--- config.mk ---
export PLATFORM = sky130hd
export DESIGN_NAME = lfsr_descrambler_sync
export DESIGN_NICKNAME = d
export VERILOG_FILES = /design/src/rtl/lfsr_descrambler_sync.sv
export SDC_FILE = /design/constraint.sdc
export NUM_CORES = 1
export LEC_CHECK = 0
export BUFFER_PORTS_ARGS = -buffer_cell sky130_fd_sc_hd__buf_2
export CORE_ASPECT_RATIO = 1.5
export CORE_MARGIN = 2
export CORE_UTILIZATION = 45
export CTS_CLUSTER_DIAMETER = 80
export CTS_CLUSTER_SIZE = 16
export DETAILED_ROUTE_END_ITERATION = 8
export GPL_TIMING_DRIVEN = 0
export HOLD_SLACK_MARGIN = 0.15
export PLACE_DENSITY = 0.63
export SETUP_SLACK_MARGIN = 0.3
export SYNTH_ARGS = -nofsm -noshare
export SYNTH_HDL_FRONTEND = slang
export SYNTH_SLANG_ARGS = --single-unit
--- constraint.sdc ---
create_clock -name clk -period 17.8 [get_ports clk]
set_input_delay 0.89 -clock clk [delete_from_list [all_inputs] [get_ports clk]]
set_output_delay 0.89 -clock clk [all_outputs]
set_load 0.05 [all_outputs]
--- src/rtl/lfsr_descrambler_sync.sv ---
// Receive-side descrambler for the 195-bit Galois LFSR scrambler.
// The block hunts for repeated sync markers and then captures an in-band seed.
// It then XORs every data beat with the locally generated keystream.
module lfsr_descrambler_sync #(
    parameter int unsigned POLY_WIDTH                   = 195,
    parameter int unsigned NUM_OF_STEPS                 = 10,
    parameter logic [NUM_OF_STEPS-1:0] SYNC_PATTERN     = 10'h17C,
    parameter int unsigned SYNC_REPEAT                  = 2
) (
    input  logic                    clk,
    input  logic                    rst,
    input  logic                    resync,
    input  logic                    din_valid,
    input  logic [NUM_OF_STEPS-1:0] din,
    output logic                    dout_valid,
    output logic [NUM_OF_STEPS-1:0] dout,
    output logic                    locked,
    output logic                    seed_err,
    output logic [POLY_WIDTH-1:0]   lfsr_state
);

    localparam int unsigned SEED_BEATS = (POLY_WIDTH + NUM_OF_STEPS - 1) / NUM_OF_STEPS;
    localparam int unsigned MCNT_W     = 3;
    localparam int unsigned WCNT_W     = $clog2(SEED_BEATS);

    typedef enum logic [1:0] {
        HUNT = 2'd0,
        LOAD = 2'd1,
        RUN  = 2'd2
    } state_t;

    state_t                  state;
    logic [MCNT_W-1:0]       mcnt;
    logic [WCNT_W-1:0]       wcnt;
    logic [POLY_WIDTH-1:0]   seed_sh;
    logic [POLY_WIDTH-1:0]   seed_next;
    logic [POLY_WIDTH-1:0]   s_walk;
    logic [POLY_WIDTH-1:0]   s_end;
    logic [NUM_OF_STEPS-1:0] ks;

    // One Galois step: feedback bit s[msb] enters bit 0 and the three taps.
    function automatic logic [POLY_WIDTH-1:0] lfsr_step(input logic [POLY_WIDTH-1:0] s);
        logic [POLY_WIDTH-1:0] n;
        logic                  fb;
        fb    = s[POLY_WIDTH-1];
        n     = {s[POLY_WIDTH-2:0], fb};
        n[28] = s[27] ^ fb;
        n[41] = s[40] ^ fb;
        n[68] = s[67] ^ fb;
        return n;
    endfunction

    // Keystream for one beat and the state after NUM_OF_STEPS steps.
    always_comb begin
        ks     = '0;
        s_walk = lfsr_state;
        for (int j = 0; j < int'(NUM_OF_STEPS); j++) begin
            ks[j]  = s_walk[POLY_WIDTH-1];
            s_walk = lfsr_step(s_walk);
        end
        s_end = s_walk;
    end

    // Shadow seed with the current beat merged into its slice; the top beat is truncated.
    always_comb begin
        seed_next = seed_sh;
        for (int unsigned i = 0; i < POLY_WIDTH; i++) begin
            if (WCNT_W'(i / NUM_OF_STEPS) == wcnt) begin
                seed_next[i] = din[i % NUM_OF_STEPS];
            end
        end
    end

    // Sync FSM, seed capture, descrambling and registered outputs.
    always_ff @(posedge clk or posedge rst) begin
        if (rst) begin
            state      <= HUNT;
            mcnt       <= '0;
            wcnt       <= '0;
            seed_sh    <= '0;
            lfsr_state <= '0;
            dout       <= '0;
            dout_valid <= 1'b0;
            locked     <= 1'b0;
            seed_err   <= 1'b0;
        end else begin
            dout_valid <= 1'b0;
            if (resync) begin
                state      <= HUNT;
                mcnt       <= '0;
                wcnt       <= '0;
                seed_sh    <= '0;
                lfsr_state <= '0;
                locked     <= 1'b0;
                seed_err   <= 1'b0;
            end else if (din_valid) begin
                unique case (state)
                    HUNT: begin
                        if (din == SYNC_PATTERN) begin
                            if (mcnt == MCNT_W'(SYNC_REPEAT - 1)) begin
                                state <= LOAD;
                                mcnt  <= '0;
                                wcnt  <= '0;
                            end else begin
                                mcnt <= mcnt + MCNT_W'(1);
                            end
                        end else begin
                            mcnt <= '0;
                        end
                    end
                    LOAD: begin
                        seed_sh <= seed_next;
                        if (wcnt == WCNT_W'(SEED_BEATS - 1)) begin
                            wcnt <= '0;
                            if (seed_next == '0) begin
                                seed_err <= 1'b1;
                                state    <= HUNT;
                            end else begin
                                lfsr_state <= seed_next;
                                locked     <= 1'b1;
                                state      <= RUN;
                            end
                        end else begin
                            wcnt <= wcnt + WCNT_W'(1);
                        end
                    end
                    RUN: begin
                        dout       <= din ^ ks;
                        dout_valid <= 1'b1;
                        lfsr_state <= s_end;
                    end
                    default: begin
                        state <= HUNT;
                    end
                endcase
            end
        end
    end

endmodule

==> qor_table.md, run 1 <==
| Quantity | Reported | Unit |
| --- | --- | --- |
| Status | finished with violations | - |
| Violated checks | capacitance limit, slew limit | - |
| Most frequent cell after synthesis | nand2_1 | - |
| Post-synthesis mux area share | 6.00 | % |
| Clock latency at the later pin of the worst-skew pair | 650 | ps |
| Number of iterations in the first detailed-routing pass | 6 | - |
| Hold Worst Slack | 290 | ps |
| Clock tree buffer depth | 3 | - |
| Share of cells above drive strength 1 | 11.9 | % |
| Post-layout worst setup margin | 11540 | ps |
| GPL Wtd Cong | 1.05 | - |
| Mean Syn Cell Area | 8.45 | um2 |
| CP arrival | 6720 | ps |
| Violation count after the first detailed-route iteration | 2922 | - |
| Xor/xnor share of the synthesized area | 1.59 | % |
| Mapped Nets | 2757 | - |
| Power per cell area | 76.7 | mW/mm2 |
| Mapped Area | 0.0231 | mm2 |
| Count of state elements after synthesis | 413 | - |
| Portion of total power attributed to combinational logic | 17.3 | % |
| Element type at the critical path start | flop | - |
| Worst Max-Slew Pin Slew | 1560 | ps |
| Wire length of the first global-routing pass | 172 | mm |
| Final critical-path required period | 6260 | ps |
| Total congestion overflow after global routing | 0 | - |
| Critical path class | reg -> reg | - |
| Data required time of the critical path | 18260 | ps |
| R2R Setup Slk | 11540 | ps |
| Biggest area contributors in the synthesized netlist | dfrtp_1 (45%), nand2_1 (11%), a21oi_1 (8.9%) | - |
| Number of sinks on the clock net | 413 | - |
| Maximum capacitance violations | 2 | - |
| Initial antenna violation count | 5 | - |
| Footprint of the multi-input gates | 0.0113 | mm2 |
| Adder and majority cell fraction of the synthesized area | 0.270 | % |
| H-tree Lvls | 1 | - |
| Height of the die | 282 | um |
| Hold_buf cts | 0 | - |
| Setup-violating endpoint count in the final report | 0 | - |
| Max VDD drop | 114 | uV |
| Std-Cell Core Area | 0.0507 | mm2 |
| NumNets Final | 3009 | - |
| Most used flip-flop cell after synthesis | dfrtp_1 | - |
| Sequential-to-total area share from yosys stat | 44.7 | % |
| Dpl ws | 11570 | ps |
| Starting density of the core | 45.7 | % |
| Vias post-DR | 24668 | - |
| Portion of synthesized cell area occupied by the leading cell type | 44.7 | % |
| Reg area | 0.0103 | mm2 |
| Number of synthesized flops with an enable pin | 0 | - |
| Simple-gate portion of the synthesized area | 21.4 | % |
| Syn-to-layout area delta | 12.4 | % |
| Post-cts resize count | 0 | - |
| Capture point of the worst reg-to-reg path | lfsr_state[190] | - |
| Fraction of the mapped netlist area in compound gates | 19.7 | % |
| Type of the worst min-delay path | in -> async | - |
| Type of element capturing the critical path | flop | - |
| Yosys warning total | 0 | - |
| WL final | 123 | mm |
| Final number of hold-violating endpoints | 0 | - |
| Sum of negative setup slack | 0 | ps |
| Post-CTS setup-driven buffer insertion count | 0 | - |
| Filler Cells Inserted | 4980 | - |
| Residual antenna-violating net count after detailed routing | 0 | - |
| Die Outline Area | 0.0533 | mm2 |
| Unrepaired setup endpoints after global routing | no | - |
| Final Cycle Share | 35.2 | % |
| GRT Resource Usage Total | 45.5 | % |
| Final-report max-slew violation count | 18 | - |
| Cell type with the highest aggregate area in the netlist | dfrtp_1 | - |
| Design internal power | 0.00134 | W |
| Largest fanout on the critical path | 10 | - |
| Maximum achievable frequency | 0.160 | GHz |
| Post-synth ARST share | 100 | % |
| Vias per inst | 6.72 | - |
| Synth top cells by count | nand2_1 (657), dfrtp_1 (413), a21oi_1 (410) | - |
| Via count of the first global-routing pass | 23520 | - |
| Clock Pin Slew Worst Setup and Hold Paths | 80 | ps |
| Number of standard-cell rows in the floorplan | 101 | - |
| Net Sw Frac | 32.8 | % |
| Worst R2R Start | wcnt[0] | - |
| Mapped Cells | 2738 | - |
| Top-Level Pins | 222 | - |
| CTS Root Buffer Type | clkbuf_16 | - |
| Sequential Power Share | 48.7 | % |
| Number of DRC violations after detailed routing | 0 | - |
| Reported net switching power | 0.000654 | W |
| Hpwl dp | 93.4 | mm |
| Clock power share | 34.1 | % |
| Pin count of the biggest net entering global routing | 123 | - |
| Relative slew slack | -3.80 | % |
| LEAKAGE | 11.7 | nW |
| Num CTS Buffers | 30 | - |
| Combinational family with the most area after synthesis | simple AND/OR/NAND/NOR gates | - |
| Depth of the most critical reg-to-reg path | 14 | - |
| Port bufs | 217 | - |
| CTS tree | done | - |
| Die Wd | 189 | um |
| Clk_skew | 40.4 | ps |
| Final routed wire length divided by cell count | 33.6 | um |
| Post-synth cell types | 66 | - |
-- flip-flops by register name (all words and copies together), names as in the netlist --
name	count
dout	10
state	2
locked	1
seed_err	1
dout_valid	1
seed_sh	195
wcnt	5
lfsr_state	195
mcnt	3
-- logic make-up after synthesis --
| logic type | after synthesis |
|---|---|
| buffers and inverters | 330 |
| and+or+nand+nor | 1102 |
| AOI/OAI and AO/OA | 708 |
| xor gates and xnor gates | 42 |
| DFF | 413 |
| muxes | 138 |
| adders and majority gates | 5 |
-- layer usage --
metal,global-route usage [%],wire (um)
met1,50.4,42400
met3,8.56,10100
met4,40.5,13300
met2,74.7,57400
met5,0,0
-- power by group through the flow --
stage | sequential [W] | combinational [W] | clock (W)
4_1_cts | 0.000971 | 0.000334 | 0.000679
5_1_grt | 0.000973 | 0.000356 | 0.000709
3_3_place_gp | 0.000989 | 0.000328 | 0
2_1_floorplan | 0.00104 | 0.000148 | 0
3_5_place_dp | 0.000989 | 0.000334 | 0
6_report | 0.000971 | 0.000344 | 0.000680
-- area by class of cell --
type,instances,share of cell area [%]
clock inverters,4,0.241
clock buffers,32,2.92
plain buffers,300,5.25
multi-input cells,1995,43.6
inverters,30,0.462
repair buffers,220,4.49
well taps,669,3.22
flip-flops and latches,413,39.7
diodes,10,0.0962
-- worst max-delay path: stages, from the launching register on --
cell and delay [ps]:
dfrtp_1 430, inv_1 130, ha_1 410, nor4bb_1 970, clkbuf_1 570, mux2i_1 590
nand4_1 150, nor4_1 590, nand4_1 290, nor2_2 400, a21oi_2 210, buf_4 320
buf_2 270, o221ai_1 570, a21oi_1 170
-- cell usage in the layout, fill, tap and decap left out, types with 12 or more instances in the layout --
cell,n
o2111ai_1,15
o211ai_1,22
nor3_1,34
buf_6,19
mux2i_1,133
inv_1,29
o21ai_0,30
buf_1,22
nor4bb_1,12
buf_2,265
dfrtp_1,413
and2_1,12
nand2_1,657
a21oi_1,410
clkbuf_1,205
nor2_1,71
o221ai_1,183
nand3_1,222
nor4_1,15
nand4_1,21
xor2_1,31
clkbuf_16,30
-- worst max-delay path by stage --
| stage | start | to | slack [ps] | cells past startpoint |
|---|---|---|---|---|
| global route | wcnt[1] | lfsr_state[190] | 11710 | 14 |
| floorplan | rst | dout[0] | 5420 | 1 |
| CTS | wcnt[0] | lfsr_state[190] | 11860 | 14 |
| global placement | rst | lfsr_state[1] | 690 | 2 |
| detailed placement | din[7] | lfsr_state[191] | 11570 | 13 |
| finish | wcnt[0] | lfsr_state[190] | 11540 | 14 |
-- through the flow --
step | instance area, um2 | power [W] | util (%) | std cells
after floorplan | 23100 | 0.00119 | - | 2738
after global placement | 25100 | 0.00132 | 49.5 | 3624
after detailed placement | 25200 | 0.00132 | 49.7 | 3627
after CTS | 26000 | 0.00198 | 51.3 | 3663
after global routing | 26000 | 0.00204 | 51.3 | 3663
final | 26000 | 0.00200 | 51.3 | 3673
Note: power is estimated with default switching activity, not from simulation.
==> inputs of run 2 (changes only) <==
Settings changed: PLACE_DENSITY 0.63 to 0.66.
Clock period 17.8 ns to 5.7 ns, I/O delays scaled along.
==> run 2 against run 1 <==
  * The run ends with DRC, capacitance limit, slew limit left
  * Largest power group unchanged
  * Total power grew to 3.1 times the previous value
  * Via count increased by 1.3%
  * Die area is the same
==> qor_table.md, run 2 (synthesis results as in run 1) <==
| Quantity | Reported | Unit | vs previous |
| --- | --- | --- | --- |
| Number of standard-cell rows in the floorplan | 101 | - | unchanged |
| Total congestion overflow after global routing | 0 | - | unchanged |
| Final number of hold-violating endpoints | 0 | - | unchanged |
| Clock tree buffer depth | 3 | - | unchanged |
| Most used cells in the layout excluding fill and tap cells | nand2_1 (657), dfrtp_1 (413), a21oi_1 (410) | - |  |
| Max VDD drop | 257 | uV | +130% |
| Initial antenna violation count | 10 | - | +5 |
| Footprint of the multi-input gates | 0.0114 | mm2 | +0.67% |
| Type of element capturing the critical path | flop | - |  |
| H-tree Lvls | 1 | - | unchanged |
| Hpwl dp | 96.5 | mm | +3.4% |
| Type of the worst min-delay path | in -> reg | - |  |
| Final Cycle Share | 95.8 | % | +61 points |
| Relative slew slack | -2.45 | % | +1.4 points |
| Filler Cells Inserted | 5030 | - | +1.0% |
| Die Wd | 189 | um | unchanged |
| Number of DRC violations after detailed routing | 10 | - | +10 |
| Worst Max-Slew Pin Slew | 1540 | ps | -20.3 ps |
| Power per cell area | 239 | mW/mm2 | +210% |
| Post-route standard cell area excluding fillers | 0.0262 | mm2 | +0.86% |
| Unrepaired setup endpoints after global routing | no | - |  |
| Via count of the first global-routing pass | 23558 | - | +0.16% |
| Top cell family by delay on the critical path | compound AO/OA/AOI/OAI gates | - |  |
| Vias per inst | 6.79 | - | +1.1% |
| Number of sinks on the clock net | 413 | - | unchanged |
| GRT Resource Usage Total | 47.2 | % | +1.7 points |
| Combined buffer and inverter count along the critical path | 4 | - | unchanged |
| Final critical-path required period | 5460 | ps | -801 ps |
| Most prevalent standard cell on the critical path | buf_2 | - |  |
| Share of cells above drive strength 1 | 12.5 | % | +0.66 points |
| Most common library cell in the layout ignoring fill and taps | nand2_1 | - |  |
| CP arrival | 5940 | ps | -780 ps |
| CP max stage delay | 790 | ps | -180 ps |
| Violation count after the first detailed-route iteration | 3285 | - | +12% |
| Status | finished with violations | - |  |
| Dpl ws | -327 | ps | -11900 ps |
| Violated checks | DRC, capacitance limit, slew limit | - |  |
| Wire length of the first global-routing pass | 177 | mm | +2.8% |
| Placed standard-cell area | 0.0253 | mm2 | +0.51% |
| Top-Level Pins | 222 | - | unchanged |
| Die Outline Area | 0.0533 | mm2 | unchanged |
| Num CTS Buffers | 30 | - | unchanged |
| CTS Root Buffer Type | clkbuf_16 | - |  |
| GPL Wtd Cong | 1.10 | - | +4.9% |
| Vias post-DR | 24991 | - | +1.3% |
| Number of iterations in the first detailed-routing pass | 9 | - | +3 |
| Clk_skew | 51.0 | ps | +10.6 ps |
| Core occupancy in the finished layout | 51.8 | % | +0.44 points |
| LEAKAGE | 11.8 | nW | +0.75% |
| Post-layout worst setup margin | 242 | ps | -11300 ps |
| Maximum achievable frequency | 0.183 | GHz | +15% |
| CTS tree | done | - |  |
| Clock Pin Slew Worst Setup and Hold Paths | 70 | ps | about the same |
| Setup-violating endpoint count in the final report | 0 | - | unchanged |
| Critical path class | reg -> reg | - |  |
| Residual antenna-violating net count after detailed routing | 0 | - | unchanged |
| Final-report max-slew violation count | 28 | - | +10 |
| Largest regs | lfsr_state (195), seed_sh (195), dout (10) | - |  |
| Starting density of the core | 45.7 | % | unchanged |
| Port bufs | 217 | - | unchanged |
| Clock latency at the later pin of the worst-skew pair | 660 | ps | about the same |
| Critical-path top delay cell | mux2i_1 | - |  |
| NumNets Final | 3020 | - | +0.37% |
| Data required time of the critical path | 6180 | ps | -12080 ps |
| Element type at the critical path start | flop | - |  |
| Largest fanout on the critical path | 10 | - | unchanged |
| WL final | 128 | mm | +3.6% |
| Maximum capacitance violations | 3 | - | +1 |
| Final routed wire length divided by cell count | 34.7 | um | +3.4% |
| Pin count of the biggest net entering global routing | 44 | - | -64% |
| Height of the die | 282 | um | unchanged |
| CP cell instances | inv_1, ha_1, nor4bb_1, buf_2, mux2i_1, o31a_1, o2111ai_1, nor4_4, a21oi_2, buf_4, buf_2, o221ai_1, a21oi_1 | - |  |
| Hold Worst Slack | 237 | ps | -52.8 ps |
| Reg area | 0.0103 | mm2 | unchanged |
| Std-Cell Core Area | 0.0507 | mm2 | unchanged |
| Syn-to-layout area delta | 13.4 | % |  |
==> run 2: per-layer routing <==
metal | track usage [%] | vias up | routed length (um)
met3 | 11.0 | 611 | 12500
met2 | 76.3 | 1867 | 58600
met5 | 0.0916 | - | 23
met1 | 51.6 | 12200 | 42600
met4 | 42.5 | 4 | 13900
li1 | - | 10309 | -
==> run 2: where the power goes <==
| part | switching, W | internal (W) |
|---|---|---|
| registers | 0.0000464 | 0.00299 |
| logic | 0.000896 | 0.000227 |
| clock network | 0.00113 | 0.000983 |
==> run 2: metrics by stage <==
step / cells / TNS (ps) / power (W)
finish: 3679 / 0 / 0.00627
global route: 3673 / 0 / 0.00639
CTS: 3672 / 0 / 0.00621
detailed placement: 3635 / -867 / 0.00416
global placement: 3624 / -1061510 / 0.00413
floorplan: 2738 / -63020 / 0.00372
==> run 2: path summary, 6_finish.rpt <==
check                           startpoint              end  slack [ps]  depth (start not counted)
min in group asynchronous              rst     seed_sh[138]         250                          3
worst max-delay path               wcnt[0]  lfsr_state[144]         240                         13
max in group asynchronous              rst       seed_sh[4]        3970                          7
worst min register to register      locked           locked         520                          2
worst min-delay path             din_valid         state[0]         240                          4
worst max register to register     wcnt[0]  lfsr_state[144]         240                         13
==> run 2: final cells by class <==
class	instances	share of cell area, %
plain buffers	300	5.20
diodes	6	0.0572
clock buffers	30	2.86
flip-flops and latches	413	39.4
repair buffers	231	5.08
well taps	669	3.19
multi-input cells	1995	43.5
inverters	30	0.444
clock inverters	5	0.258
==> run 2: tightest hold or removal path: stages <==
cell     delay [ps]
buf_2           230
nand2_1         150
nand2_1          90
a21oi_1          50
==> run 2: repair_timing <==
item | CTS | global route
buffers inserted | 0 | 1
pin swaps | 1 | 0
gates resized for setup | 6 | 10
hold buffers | 2 | 0
endpoints found under the setup margin | 189 | 27
endpoints found under the hold margin | 164 | 0
